`config.mk`:
```
export PLATFORM = sky130hd
export DESIGN_NAME = nasti_burst_master_flat
export DESIGN_NICKNAME = d
export VERILOG_FILES = /design/src/rtl/nasti_pkg.sv /design/src/rtl/nasti_if.sv /design/src/rtl/nasti_burst_master.sv /design/src/flat_wrapper.sv
export SDC_FILE = /design/constraint.sdc
export NUM_CORES = 1
export LEC_CHECK = 0
export CAP_MARGIN = 20
export CORE_AREA = 2 2 204 206
export CTS_CLUSTER_SIZE = 30
export DETAILED_ROUTE_END_ITERATION = 7
export DIE_AREA = 0 0 206 208
export MAX_ROUTING_LAYER = met4
export PLACE_DENSITY = 0.44
export SLEW_MARGIN = 20
export SYNTH_ARGS = -nofsm -noshare
export SYNTH_HDL_FRONTEND = slang
export SYNTH_SLANG_ARGS = --single-unit
```
`constraint.sdc`:
```
create_clock -name core_clk -period 4.1 [get_ports core_clk]
set_clock_uncertainty 0.15 [all_clocks]
set_input_delay 0.41 -clock core_clk [delete_from_list [all_inputs] [get_ports core_clk]]
set_output_delay 0.41 -clock core_clk [all_outputs]
set_load 0.02 [all_outputs]
```
`src/rtl/nasti_pkg.sv`:
```
// Shared NASTI encodings and the burst master state type.
// Imported by the burst master and by anything that decodes its responses.
package nasti_pkg;

  localparam logic [1:0] RESP_OKAY   = 2'b00;
  localparam logic [1:0] RESP_EXOKAY = 2'b01;
  localparam logic [1:0] RESP_SLVERR = 2'b10;
  localparam logic [1:0] RESP_DECERR = 2'b11;

  localparam logic [1:0] BURST_FIXED = 2'b00;
  localparam logic [1:0] BURST_INCR  = 2'b01;
  localparam logic [1:0] BURST_WRAP  = 2'b10;

  typedef enum logic [2:0] {
    IDLE,
    WADDR,
    WDATA,
    WRESP,
    RADDR,
    RDATA,
    DONE
  } master_state_t;

  // The first error seen in a burst sticks; later beats cannot clear it.
  function automatic logic [1:0] merge_resp(input logic [1:0] acc, input logic [1:0] beat);
    return (acc == RESP_OKAY) ? beat : acc;
  endfunction

endpackage

```
`src/rtl/nasti_if.sv`:
```
// Five-channel NASTI bundle with master and slave views.
// Widths follow the C_NASTI_* parameters of the block that owns the instance.
interface nasti_if #(
  parameter int ID_W   = 9,
  parameter int ADDR_W = 32,
  parameter int DATA_W = 64,
  parameter int USER_W = 1
);
  logic [ID_W-1:0]     aw_id;
  logic [ADDR_W-1:0]   aw_addr;
  logic [7:0]          aw_len;
  logic [2:0]          aw_size;
  logic [1:0]          aw_burst;
  logic                aw_lock;
  logic [3:0]          aw_cache;
  logic [2:0]          aw_prot;
  logic [3:0]          aw_qos;
  logic [3:0]          aw_region;
  logic [USER_W-1:0]   aw_user;
  logic                aw_valid;
  logic                aw_ready;

  logic [DATA_W-1:0]   w_data;
  logic [DATA_W/8-1:0] w_strb;
  logic                w_last;
  logic [USER_W-1:0]   w_user;
  logic                w_valid;
  logic                w_ready;

  logic [ID_W-1:0]     b_id;
  logic [1:0]          b_resp;
  logic                b_valid;
  logic                b_ready;

  logic [ID_W-1:0]     ar_id;
  logic [ADDR_W-1:0]   ar_addr;
  logic [7:0]          ar_len;
  logic [2:0]          ar_size;
  logic [1:0]          ar_burst;
  logic                ar_lock;
  logic [3:0]          ar_cache;
  logic [2:0]          ar_prot;
  logic [3:0]          ar_qos;
  logic [3:0]          ar_region;
  logic [USER_W-1:0]   ar_user;
  logic                ar_valid;
  logic                ar_ready;

  logic [ID_W-1:0]     r_id;
  logic [DATA_W-1:0]   r_data;
  logic [1:0]          r_resp;
  logic                r_last;
  logic                r_valid;
  logic                r_ready;

  modport master (
    output aw_id, aw_addr, aw_len, aw_size, aw_burst, aw_lock, aw_cache, aw_prot,
           aw_qos, aw_region, aw_user, aw_valid, input aw_ready,
    output w_data, w_strb, w_last, w_user, w_valid, input w_ready,
    input  b_id, b_resp, b_valid, output b_ready,
    output ar_id, ar_addr, ar_len, ar_size, ar_burst, ar_lock, ar_cache, ar_prot,
           ar_qos, ar_region, ar_user, ar_valid, input ar_ready,
    input  r_id, r_data, r_resp, r_last, r_valid, output r_ready
  );

  modport slave (
    input  aw_id, aw_addr, aw_len, aw_size, aw_burst, aw_lock, aw_cache, aw_prot,
           aw_qos, aw_region, aw_user, aw_valid, output aw_ready,
    input  w_data, w_strb, w_last, w_user, w_valid, output w_ready,
    output b_id, b_resp, b_valid, input b_ready,
    input  ar_id, ar_addr, ar_len, ar_size, ar_burst, ar_lock, ar_cache, ar_prot,
           ar_qos, ar_region, ar_user, ar_valid, output ar_ready,
    output r_id, r_data, r_resp, r_last, r_valid, input r_ready
  );
endinterface

```
`src/rtl/nasti_burst_master.sv`:
```
// Single-outstanding NASTI burst initiator: one command in, one INCR burst out,
// data streamed through local valid/ready ports, one completion pulse back.
module nasti_burst_master #(
  parameter int C_NASTI_ID_WIDTH   = 9,
  parameter int C_NASTI_ADDR_WIDTH = 32,
  parameter int C_NASTI_DATA_WIDTH = 64,
  parameter int C_NASTI_USER_WIDTH = 1
) (
  input  logic                            core_clk,
  input  logic                            core_arst,
  input  logic                            cmd_valid,
  output logic                            cmd_ready,
  input  logic                            cmd_write,
  input  logic [C_NASTI_ADDR_WIDTH-1:0]   cmd_addr,
  input  logic [7:0]                      cmd_len,
  input  logic [2:0]                      cmd_size,
  input  logic [C_NASTI_ID_WIDTH-1:0]     cmd_id,
  input  logic [C_NASTI_DATA_WIDTH-1:0]   wr_data,
  input  logic [C_NASTI_DATA_WIDTH/8-1:0] wr_strb,
  input  logic                            wr_valid,
  output logic                            wr_ready,
  output logic [C_NASTI_DATA_WIDTH-1:0]   rd_data,
  output logic                            rd_last,
  output logic                            rd_valid,
  input  logic                            rd_ready,
  output logic                            done_valid,
  output logic [1:0]                      done_resp,
  output logic [C_NASTI_ID_WIDTH-1:0]     done_id,
  nasti_if.master                         m_nasti
);
  import nasti_pkg::*;

  master_state_t                 state_reg;
  logic [7:0]                    beat_reg;
  logic [C_NASTI_ADDR_WIDTH-1:0] addr_reg;
  logic [7:0]                    len_reg;
  logic [2:0]                    size_reg;
  logic [C_NASTI_ID_WIDTH-1:0]   id_reg;
  logic [1:0]                    resp_reg;
  logic [1:0]                    done_resp_reg;
  logic [C_NASTI_ID_WIDTH-1:0]   done_id_reg;
  logic                          cmd_ready_reg;
  logic                          aw_valid_reg;
  logic                          ar_valid_reg;
  logic                          b_ready_reg;
  logic                          done_valid_reg;

  logic       w_phase, r_phase, w_hs, r_hs, beat_last;
  logic [1:0] r_resp_merged, r_final_resp;

  assign w_phase       = (state_reg == WDATA);
  assign r_phase       = (state_reg == RDATA);
  assign w_hs          = w_phase & wr_valid & m_nasti.w_ready;
  assign r_hs          = r_phase & m_nasti.r_valid & rd_ready;
  assign beat_last     = (beat_reg == len_reg);
  assign r_resp_merged = merge_resp(resp_reg, m_nasti.r_resp);
  // A last flag that disagrees with the beat count means the slave broke the burst.
  assign r_final_resp  = (m_nasti.r_last != beat_last) ? RESP_SLVERR : r_resp_merged;

  always_ff @(posedge core_clk or posedge core_arst) begin
    if (core_arst) begin
      state_reg      <= IDLE;
      beat_reg       <= 8'd0;
      addr_reg       <= '0;
      len_reg        <= 8'd0;
      size_reg       <= 3'd0;
      id_reg         <= '0;
      resp_reg       <= RESP_OKAY;
      done_resp_reg  <= RESP_OKAY;
      done_id_reg    <= '0;
      cmd_ready_reg  <= 1'b0;
      aw_valid_reg   <= 1'b0;
      ar_valid_reg   <= 1'b0;
      b_ready_reg    <= 1'b0;
      done_valid_reg <= 1'b0;
    end else begin
      case (state_reg)
        IDLE: begin
          cmd_ready_reg <= 1'b1;
          if (cmd_valid && cmd_ready_reg) begin
            addr_reg      <= cmd_addr;
            len_reg       <= cmd_len;
            size_reg      <= cmd_size;
            id_reg        <= cmd_id;
            resp_reg      <= RESP_OKAY;
            cmd_ready_reg <= 1'b0;
            if (cmd_write) begin
              aw_valid_reg <= 1'b1;
              state_reg    <= WADDR;
            end else begin
              ar_valid_reg <= 1'b1;
              state_reg    <= RADDR;
            end
          end
        end
        WADDR: begin
          if (m_nasti.aw_ready) begin
            aw_valid_reg <= 1'b0;
            beat_reg     <= 8'd0;
            state_reg    <= WDATA;
          end
        end
        WDATA: begin
          if (w_hs) begin
            beat_reg <= beat_reg + 8'd1;
            if (beat_last) begin
              b_ready_reg <= 1'b1;
              state_reg   <= WRESP;
            end
          end
        end
        WRESP: begin
          if (m_nasti.b_valid) begin
            b_ready_reg    <= 1'b0;
            done_resp_reg  <= m_nasti.b_resp;
            done_id_reg    <= m_nasti.b_id;
            done_valid_reg <= 1'b1;
            state_reg      <= DONE;
          end
        end
        RADDR: begin
          if (m_nasti.ar_ready) begin
            ar_valid_reg <= 1'b0;
            beat_reg     <= 8'd0;
            state_reg    <= RDATA;
          end
        end
        RDATA: begin
          if (r_hs) begin
            beat_reg <= beat_reg + 8'd1;
            resp_reg <= r_resp_merged;
            if (m_nasti.r_last || beat_last) begin
              done_resp_reg  <= r_final_resp;
              done_id_reg    <= m_nasti.r_id;
              done_valid_reg <= 1'b1;
              state_reg      <= DONE;
            end
          end
        end
        DONE: begin
          done_valid_reg <= 1'b0;
          cmd_ready_reg  <= 1'b1;
          state_reg      <= IDLE;
        end
        default: state_reg <= IDLE;
      endcase
    end
  end

  assign cmd_ready  = cmd_ready_reg;
  assign done_valid = done_valid_reg;
  assign done_resp  = done_resp_reg;
  assign done_id    = done_id_reg;

  assign m_nasti.aw_id     = id_reg;
  assign m_nasti.aw_addr   = addr_reg;
  assign m_nasti.aw_len    = len_reg;
  assign m_nasti.aw_size   = size_reg;
  assign m_nasti.aw_burst  = BURST_INCR;
  assign m_nasti.aw_lock   = 1'b0;
  assign m_nasti.aw_cache  = 4'd0;
  assign m_nasti.aw_prot   = 3'd0;
  assign m_nasti.aw_qos    = 4'd0;
  assign m_nasti.aw_region = 4'd0;
  assign m_nasti.aw_user   = {C_NASTI_USER_WIDTH{1'b0}};
  assign m_nasti.aw_valid  = aw_valid_reg;

  // W and R are pure passthroughs gated by state, so a reset kills them at once.
  assign m_nasti.w_data    = wr_data;
  assign m_nasti.w_strb    = wr_strb;
  assign m_nasti.w_last    = w_phase & beat_last;
  assign m_nasti.w_user    = {C_NASTI_USER_WIDTH{1'b0}};
  assign m_nasti.w_valid   = w_phase & wr_valid;
  assign wr_ready          = w_phase & m_nasti.w_ready;

  assign m_nasti.b_ready   = b_ready_reg;

  assign m_nasti.ar_id     = id_reg;
  assign m_nasti.ar_addr   = addr_reg;
  assign m_nasti.ar_len    = len_reg;
  assign m_nasti.ar_size   = size_reg;
  assign m_nasti.ar_burst  = BURST_INCR;
  assign m_nasti.ar_lock   = 1'b0;
  assign m_nasti.ar_cache  = 4'd0;
  assign m_nasti.ar_prot   = 3'd0;
  assign m_nasti.ar_qos    = 4'd0;
  assign m_nasti.ar_region = 4'd0;
  assign m_nasti.ar_user   = {C_NASTI_USER_WIDTH{1'b0}};
  assign m_nasti.ar_valid  = ar_valid_reg;

  assign rd_data           = m_nasti.r_data;
  assign rd_last           = r_phase & m_nasti.r_last;
  assign rd_valid          = r_phase & m_nasti.r_valid;
  assign m_nasti.r_ready   = r_phase & rd_ready;

endmodule
```
`src/flat_wrapper.sv`:
```
// flat-port wrapper written by rule: the top's interface ports become plain ports
module nasti_burst_master_flat import nasti_pkg::*;
#(
  parameter int C_NASTI_ID_WIDTH   = 9,
  parameter int C_NASTI_ADDR_WIDTH = 32,
  parameter int C_NASTI_DATA_WIDTH = 64,
  parameter int C_NASTI_USER_WIDTH = 1
)
  (core_clk, core_arst, cmd_valid, cmd_ready, cmd_write, cmd_addr, cmd_len, cmd_size, cmd_id, wr_data, wr_strb, wr_valid, wr_ready, rd_data, rd_last, rd_valid, rd_ready, done_valid, done_resp, done_id, m_nasti_aw_id, m_nasti_aw_addr, m_nasti_aw_len, m_nasti_aw_size, m_nasti_aw_burst, m_nasti_aw_lock, m_nasti_aw_cache, m_nasti_aw_prot, m_nasti_aw_qos, m_nasti_aw_region, m_nasti_aw_user, m_nasti_aw_valid, m_nasti_aw_ready, m_nasti_w_data, m_nasti_w_strb, m_nasti_w_last, m_nasti_w_user, m_nasti_w_valid, m_nasti_w_ready, m_nasti_b_id, m_nasti_b_resp, m_nasti_b_valid, m_nasti_b_ready, m_nasti_ar_id, m_nasti_ar_addr, m_nasti_ar_len, m_nasti_ar_size, m_nasti_ar_burst, m_nasti_ar_lock, m_nasti_ar_cache, m_nasti_ar_prot, m_nasti_ar_qos, m_nasti_ar_region, m_nasti_ar_user, m_nasti_ar_valid, m_nasti_ar_ready, m_nasti_r_id, m_nasti_r_data, m_nasti_r_resp, m_nasti_r_last, m_nasti_r_valid, m_nasti_r_ready);
  nasti_if m_nasti_i ();
  input  logic core_clk;
  input  logic core_arst;
  input  logic cmd_valid;
  output logic cmd_ready;
  input  logic cmd_write;
  input  logic [C_NASTI_ADDR_WIDTH-1:0] cmd_addr;
  input  logic [7:0] cmd_len;
  input  logic [2:0] cmd_size;
  input  logic [C_NASTI_ID_WIDTH-1:0] cmd_id;
  input  logic [C_NASTI_DATA_WIDTH-1:0] wr_data;
  input  logic [C_NASTI_DATA_WIDTH/8-1:0] wr_strb;
  input  logic wr_valid;
  output logic wr_ready;
  output logic [C_NASTI_DATA_WIDTH-1:0] rd_data;
  output logic rd_last;
  output logic rd_valid;
  input  logic rd_ready;
  output logic done_valid;
  output logic [1:0] done_resp;
  output logic [C_NASTI_ID_WIDTH-1:0] done_id;
  output wire logic [$bits(m_nasti_i.aw_id)-1:0] m_nasti_aw_id;
  output wire logic [$bits(m_nasti_i.aw_addr)-1:0] m_nasti_aw_addr;
  output wire logic [$bits(m_nasti_i.aw_len)-1:0] m_nasti_aw_len;
  output wire logic [$bits(m_nasti_i.aw_size)-1:0] m_nasti_aw_size;
  output wire logic [$bits(m_nasti_i.aw_burst)-1:0] m_nasti_aw_burst;
  output wire logic [$bits(m_nasti_i.aw_lock)-1:0] m_nasti_aw_lock;
  output wire logic [$bits(m_nasti_i.aw_cache)-1:0] m_nasti_aw_cache;
  output wire logic [$bits(m_nasti_i.aw_prot)-1:0] m_nasti_aw_prot;
  output wire logic [$bits(m_nasti_i.aw_qos)-1:0] m_nasti_aw_qos;
  output wire logic [$bits(m_nasti_i.aw_region)-1:0] m_nasti_aw_region;
  output wire logic [$bits(m_nasti_i.aw_user)-1:0] m_nasti_aw_user;
  output wire logic [$bits(m_nasti_i.aw_valid)-1:0] m_nasti_aw_valid;
  input wire logic [$bits(m_nasti_i.aw_ready)-1:0] m_nasti_aw_ready;
  output wire logic [$bits(m_nasti_i.w_data)-1:0] m_nasti_w_data;
  output wire logic [$bits(m_nasti_i.w_strb)-1:0] m_nasti_w_strb;
  output wire logic [$bits(m_nasti_i.w_last)-1:0] m_nasti_w_last;
  output wire logic [$bits(m_nasti_i.w_user)-1:0] m_nasti_w_user;
  output wire logic [$bits(m_nasti_i.w_valid)-1:0] m_nasti_w_valid;
  input wire logic [$bits(m_nasti_i.w_ready)-1:0] m_nasti_w_ready;
  input wire logic [$bits(m_nasti_i.b_id)-1:0] m_nasti_b_id;
  input wire logic [$bits(m_nasti_i.b_resp)-1:0] m_nasti_b_resp;
  input wire logic [$bits(m_nasti_i.b_valid)-1:0] m_nasti_b_valid;
  output wire logic [$bits(m_nasti_i.b_ready)-1:0] m_nasti_b_ready;
  output wire logic [$bits(m_nasti_i.ar_id)-1:0] m_nasti_ar_id;
  output wire logic [$bits(m_nasti_i.ar_addr)-1:0] m_nasti_ar_addr;
  output wire logic [$bits(m_nasti_i.ar_len)-1:0] m_nasti_ar_len;
  output wire logic [$bits(m_nasti_i.ar_size)-1:0] m_nasti_ar_size;
  output wire logic [$bits(m_nasti_i.ar_burst)-1:0] m_nasti_ar_burst;
  output wire logic [$bits(m_nasti_i.ar_lock)-1:0] m_nasti_ar_lock;
  output wire logic [$bits(m_nasti_i.ar_cache)-1:0] m_nasti_ar_cache;
  output wire logic [$bits(m_nasti_i.ar_prot)-1:0] m_nasti_ar_prot;
  output wire logic [$bits(m_nasti_i.ar_qos)-1:0] m_nasti_ar_qos;
  output wire logic [$bits(m_nasti_i.ar_region)-1:0] m_nasti_ar_region;
  output wire logic [$bits(m_nasti_i.ar_user)-1:0] m_nasti_ar_user;
  output wire logic [$bits(m_nasti_i.ar_valid)-1:0] m_nasti_ar_valid;
  input wire logic [$bits(m_nasti_i.ar_ready)-1:0] m_nasti_ar_ready;
  input wire logic [$bits(m_nasti_i.r_id)-1:0] m_nasti_r_id;
  input wire logic [$bits(m_nasti_i.r_data)-1:0] m_nasti_r_data;
  input wire logic [$bits(m_nasti_i.r_resp)-1:0] m_nasti_r_resp;
  input wire logic [$bits(m_nasti_i.r_last)-1:0] m_nasti_r_last;
  input wire logic [$bits(m_nasti_i.r_valid)-1:0] m_nasti_r_valid;
  output wire logic [$bits(m_nasti_i.r_ready)-1:0] m_nasti_r_ready;
  assign m_nasti_aw_id = m_nasti_i.aw_id;
  assign m_nasti_aw_addr = m_nasti_i.aw_addr;
  assign m_nasti_aw_len = m_nasti_i.aw_len;
  assign m_nasti_aw_size = m_nasti_i.aw_size;
  assign m_nasti_aw_burst = m_nasti_i.aw_burst;
  assign m_nasti_aw_lock = m_nasti_i.aw_lock;
  assign m_nasti_aw_cache = m_nasti_i.aw_cache;
  assign m_nasti_aw_prot = m_nasti_i.aw_prot;
  assign m_nasti_aw_qos = m_nasti_i.aw_qos;
  assign m_nasti_aw_region = m_nasti_i.aw_region;
  assign m_nasti_aw_user = m_nasti_i.aw_user;
  assign m_nasti_aw_valid = m_nasti_i.aw_valid;
  assign m_nasti_i.aw_ready = m_nasti_aw_ready;
  assign m_nasti_w_data = m_nasti_i.w_data;
  assign m_nasti_w_strb = m_nasti_i.w_strb;
  assign m_nasti_w_last = m_nasti_i.w_last;
  assign m_nasti_w_user = m_nasti_i.w_user;
  assign m_nasti_w_valid = m_nasti_i.w_valid;
  assign m_nasti_i.w_ready = m_nasti_w_ready;
  assign m_nasti_i.b_id = m_nasti_b_id;
  assign m_nasti_i.b_resp = m_nasti_b_resp;
  assign m_nasti_i.b_valid = m_nasti_b_valid;
  assign m_nasti_b_ready = m_nasti_i.b_ready;
  assign m_nasti_ar_id = m_nasti_i.ar_id;
  assign m_nasti_ar_addr = m_nasti_i.ar_addr;
  assign m_nasti_ar_len = m_nasti_i.ar_len;
  assign m_nasti_ar_size = m_nasti_i.ar_size;
  assign m_nasti_ar_burst = m_nasti_i.ar_burst;
  assign m_nasti_ar_lock = m_nasti_i.ar_lock;
  assign m_nasti_ar_cache = m_nasti_i.ar_cache;
  assign m_nasti_ar_prot = m_nasti_i.ar_prot;
  assign m_nasti_ar_qos = m_nasti_i.ar_qos;
  assign m_nasti_ar_region = m_nasti_i.ar_region;
  assign m_nasti_ar_user = m_nasti_i.ar_user;
  assign m_nasti_ar_valid = m_nasti_i.ar_valid;
  assign m_nasti_i.ar_ready = m_nasti_ar_ready;
  assign m_nasti_i.r_id = m_nasti_r_id;
  assign m_nasti_i.r_data = m_nasti_r_data;
  assign m_nasti_i.r_resp = m_nasti_r_resp;
  assign m_nasti_i.r_last = m_nasti_r_last;
  assign m_nasti_i.r_valid = m_nasti_r_valid;
  assign m_nasti_r_ready = m_nasti_i.r_ready;
  nasti_burst_master #(.C_NASTI_ID_WIDTH(C_NASTI_ID_WIDTH), .C_NASTI_ADDR_WIDTH(C_NASTI_ADDR_WIDTH), .C_NASTI_DATA_WIDTH(C_NASTI_DATA_WIDTH), .C_NASTI_USER_WIDTH(C_NASTI_USER_WIDTH)) u_core (.core_clk(core_clk), .core_arst(core_arst), .cmd_valid(cmd_valid), .cmd_ready(cmd_ready), .cmd_write(cmd_write), .cmd_addr(cmd_addr), .cmd_len(cmd_len), .cmd_size(cmd_size), .cmd_id(cmd_id), .wr_data(wr_data), .wr_strb(wr_strb), .wr_valid(wr_valid), .wr_ready(wr_ready), .rd_data(rd_data), .rd_last(rd_last), .rd_valid(rd_valid), .rd_ready(rd_ready), .done_valid(done_valid), .done_resp(done_resp), .done_id(done_id), .m_nasti(m_nasti_i));
endmodule
```
## Yosys cells after proc, flatten, opt, wreduce, memory -nomap -nowiden

Index checks and enable logic that the tools add are counted.
Widths: inputs -> output; s select.

| operators by class | value |
|---|---|
| add/subtract/negate cells | 1 |
| eq/ne operators | 18 |
| mux-type cells | 46 |
| bitwise logic cells | 8 |
| reduce and logical (&&, ||, !) cells | 21 |

Operator list:

| operator | count |
|---|---|
| $mux 8 | 4 |
| $pmux 8 s4 | 1 |
| $mux 3 | 9 |
| $mux 9 | 3 |
| $reduce_and 4->1 | 5 |
| $ne 2x2->1 const B | 9 |
| $pmux 3 s6 | 1 |
| $pmux 9 s2 | 1 |
| $mux 2 | 7 |
| $mux 1 | 13 |
| $reduce_bool 2->1 | 6 |
| $eq 3x3->1 const B | 3 |
| $add 8x1->8 const B | 1 |
| $and 1x1->1 | 8 |
| $eq 8x8->1 | 1 |
| $pmux 1 s2 | 4 |
| $pmux 2 s2 | 2 |
| $reduce_and 8->1 | 1 |
| $eq 3x2->1 const B | 2 |
| $reduce_and 5->1 | 1 |
| $reduce_bool 4->1 | 1 |
| $eq 3x1->1 const B | 1 |
| $logic_not 3->1 | 1 |
| $pmux 1 s3 | 1 |
| 8 further kinds | 8 |

| storage, ports and cells | value |
|---|---|
| flip-flop bits (word level) | 81 |
| input port bits | 222 |
| word-level logic and storage cells | 108 |

## Longest topological paths before layout

| depth | value |
|---|---|
| depth in word-level cells | 6 |
| depth in mapped cells | 8 |
| gate-level depth less buffers | 7 |

## Least setup slack after synthesis

No wires, ideal clock.

| timing path | value |
|---|---|
| kind | register -> register |
| from | register u_core.len_reg[3], in the netlist u_core.m_nasti.ar_len[3] |
| to | register u_core.done_resp_reg[0], in the netlist u_core.done_resp[0] |
| arrival time | 2.202 ns |
| required time | 3.822 ns |
| setup slack | 1.620 ns |
| cell stages (with the launch flop) | 9 |
| buffers on the path | 1 |
| path through | dfrtp_1 xor2_1 nor4_1 nand2_1 ha_1 o32ai_1 nand2_1 buf_2 mux2_1 |

| between the ends | value |
|---|---|
| longest elaborated chain between the ends | 6 |

Ends and longest elaborated chain:

| item | line | text |
|---|---|---|
| start, declared | nasti_burst_master.sv:36 | `logic [7:0] len_reg;` |
| start signal, assigned | nasti_burst_master.sv:82 | `len_reg <= cmd_len;` |
| $eq 8x8->1 * | nasti_burst_master.sv:55 | `assign beat_last = (beat_reg == len_reg);` |
| $ne 1x1->1 | nasti_burst_master.sv:58 | `assign r_final_resp = (m_nasti.r_last != beat_last) ? RESP_SLVERR : r_resp_merged;` |
| $mux 2 | nasti_burst_master.sv:58 |  |
| $mux 2 | nasti_burst_master.sv:132 | `if (m_nasti.r_last \|\| beat_last) begin` |
| $mux 2 | nasti_burst_master.sv:129 | `if (r_hs) begin` |
| $pmux 2 s2 | nasti_burst_master.sv:77 | `case (state_reg)` |
| end signal, assigned | nasti_burst_master.sv:115 | `done_resp_reg <= m_nasti.b_resp;` |
| end signal, assigned | nasti_burst_master.sv:133 | `done_resp_reg <= r_final_resp;` |
| end, declared | nasti_burst_master.sv:40 | `logic [1:0] done_resp_reg;` |

Mark *: on every way between the ends. The rest lies on a longest branch, timed or not. The select of a mux whose other input is x is not followed.
A chain may end at the register's enable or synchronous reset.

## Final worst setup path

| timing path | value |
|---|---|
| from | register u_core.len_reg[3], in the netlist u_core.m_nasti.ar_len[3] |
| to | output m_nasti_w_last |

| between the ends | value |
|---|---|
| longest elaborated chain between the ends | 2 |

Ends and longest elaborated chain:

| item | line | text |
|---|---|---|
| $eq 8x8->1 | nasti_burst_master.sv:55 |  |
| $and 1x1->1 | nasti_burst_master.sv:171 | `assign m_nasti.w_last = w_phase & beat_last;` |
| end, declared | flat_wrapper.sv:46 | `output wire logic [$bits(m_nasti_i.w_last)-1:0] m_nasti_w_last;` |

No other way between the ends.

==> out/results.txt <==
Longest Clk Path Bufs -> 2
H-tree depth -> 3
die width -> 206 um
# DRC -> 0
Max VDD drop -> 0.280 mV
Post-synth EDFFs -> 0
Clock transition at path regs -> 0.07 ns
max reg flops -> 32
Post-synth ARST share -> 100%
Max-Cap Viols -> 0
sequential fraction of the synthesis area -> 37.0%
share of cells above drive strength 1 -> 8.33%
dpl cells -> 1,068
first-pass GRT wire length -> 25.2 mm
CP Capture Type -> primary output
DR WL/cell -> 17.2 um
Hold Path Class -> reg2reg
P_leak -> 2.77 nW
Final HPWL DP -> 15.0 mm
Layout Nets -> 771
flop2flop setup slack -> 1.10 ns
most frequent cells in the layout -> 211 x clkdlybuf4s50_1, 81 x dfrtp_1, 53 x mux2_1
f_max -> 327 MHz
Vias -> 3,500
Worst Setup Start Kind -> register
Syn Area/Cell -> 10.4 sq um
slew margin rel. -> 42.4%
commonest non-fill, non-tap cell in the layout -> clkdlybuf4s50_1
Post-CTS Setup Inserts -> 0
Slew Limit Fails -> 0
Routed Antenna Nets -> 0
cells after synthesis -> 528
CTS tree -> done
largest net degree at the start of global routing -> 75
Synth Register Bits -> 81
clock latency on the worst-skew pair -> 0.37 ns
initial antenna violation count -> 0
Tot Pwr -> 5.54 mW
Sink Count -> 81
gp weighted congestion -> 0.724
Final Cycle Share -> 74.6%
Final Non-Filler Cells -> 1,084
Die Ht -> 208 um
status -> completed
CTS Hold Bufs -> 0
Yosys cell types -> 55
via/cell ratio -> 3.23
Syn-to-layout area delta -> 26.8%
Overall Global Routing Usage -> 8.65%
vias in the first global route -> 3,437
power per cell area -> 797 mW/mm^2
WP data required -> 3.54 ns
crit path DAT -> 2.50 ns
Post-Synthesis Cell Area -> 0.00548 sq mm
final setup violation count -> 0
Yosys warnings -> 0
setup TNS -> 0 ns
CP Max Fanout -> 4
Worst Tran Pin Value -> 0.863 ns
DR iter-0 viols -> 171
min Tclk post-route -> 3.06 ns
drt pass-1 iters -> 4
CTS Buf Count -> 9
Congestion Overflow GR -> 0
Root Buffer -> clkbuf_16
critical path class -> reg2out
ant diodes -> 0
core area -> 0.0406 sq mm
Initial Util -> 13.5%
I/O Buffers -> 211
IO Pins -> 523
post-cts resize count -> 0
RSZ-0062 raised after global routing -> false
Rows -> 74
Main synth FF type -> dfrtp_1
DRT Wirelength -> 18.7 mm
final hold vios -> 0
Die Area -> 0.0428 sq mm
## power breakdown
group          switching (mW)  internal [mW]
clock network           0.390          0.541
registers               0.363           1.18
logic                    1.56           1.50
total                    2.32           3.22
## cell families (layout without fill, tap and decap cells)
logic type      after synthesis  count (layout)  synth area share [%]
buf+inv                     254             241                  33.6
flops                        81              81                  37.0
mux                          76              76                  15.6
simple gates                 55              55                  5.59
compound gates               49              49                  6.25
xor+xnor                      9               9                  1.44
fa+ha+maj                     2               2                 0.456
other cells                   2              39                 0.137
## worst max-delay path, cell delays in order, from the launching register on
cell and delay (ns):
dfrtp_1 0.41, xor2_1 0.17, nor4_1 0.50, nand2_1 0.21
nor2_1 0.22, clkdlybuf4s50_1 0.65
## layout make-up
| cell class | count | area (sq um) |
|---|---|---|
| Sequential cell | 81 | 2030 |
| Clock buffer | 9 | 225 |
| Clock inverter | 7 | 98.8 |
| Timing Repair Buffer | 212 | 2120 |
| Tap cell | 532 | 666 |
| Multi-Input combinational cell | 230 | 1760 |
| Fill cell | 4501 | 33600 |
| Inverter | 13 | 53.8 |
## synthesized netlist by cell type, types with 2 or more instances
cell type / instances / area, sq um
xor2_1: 8 / 70.1
nand3_1: 5 / 25.0
o32ai_1: 2 / 17.5
o31ai_1: 3 / 22.5
nor2_1: 5 / 18.8
a22o_1: 2 / 17.5
inv_1: 12 / 45.0
nand3b_1: 2 / 15.0
mux2_2: 19 / 214
and2_1: 3 / 18.8
nor4_1: 2 / 12.5
a21o_1: 2 / 15.0
clkbuf_1: 2 / 7.51
mux2_1: 53 / 597
buf_2: 5 / 25.0
a21oi_1: 7 / 35.0
and3_1: 6 / 37.5
ha_1: 2 / 25.0
buf_4: 233 / 1750
nand4b_1: 2 / 17.5
conb_1: 2 / 7.51
mux2i_1: 3 / 30.0
a211oi_1: 4 / 30.0
o21ai_0: 12 / 60.1
dfrtp_1: 81 / 2030
a31oi_1: 2 / 12.5
nand2b_1: 2 / 12.5
nand2_1: 20 / 75.1
## metal layers
metal / up-vias / routed length [um] / global-route usage, %
met4: 0 / 393 / 3.37
met5: - / 0 / -
met2: 282 / 9660 / 15.0
li1: 1543 / - / -
met3: 34 / 2340 / 4.10
met1: 1641 / 6300 / 8.21
## per-stage QoR
stage	hold WS, ns	worst slack [ns]	instance area [sq um]	util, %
floorplan	0.322	1.46	5620	-
global placement	0.331	1.13	6630	16.3
CTS	0.358	0.969	6950	17.1
detailed placement	0.341	1.04	6630	16.3
finish	0.355	1.04	6950	17.1
global route	0.378	0.802	6950	17.1
## worst paths after layout
check,from,to,depth (start not counted)
max in group asynchronous,core_arst,u_core.m_nasti.ar_addr[11]$_DFFE_PP0P_,3
setup reg to reg,u_core.m_nasti.ar_len[3]$_DFFE_PP0P_,u_core.done_resp[0]$_DFFE_PP0P_,7
hold / removal,u_core.done_resp[0]$_DFFE_PP0P_,u_core.done_resp[0]$_DFFE_PP0P_,1
hold reg to reg,u_core.done_resp[0]$_DFFE_PP0P_,u_core.done_resp[0]$_DFFE_PP0P_,1
setup / recovery,u_core.m_nasti.ar_len[3]$_DFFE_PP0P_,m_nasti_w_last,5
min in group asynchronous,core_arst,u_core.cmd_ready$_DFFE_PP0P_,2
Power figures use the tool's default switching activity.
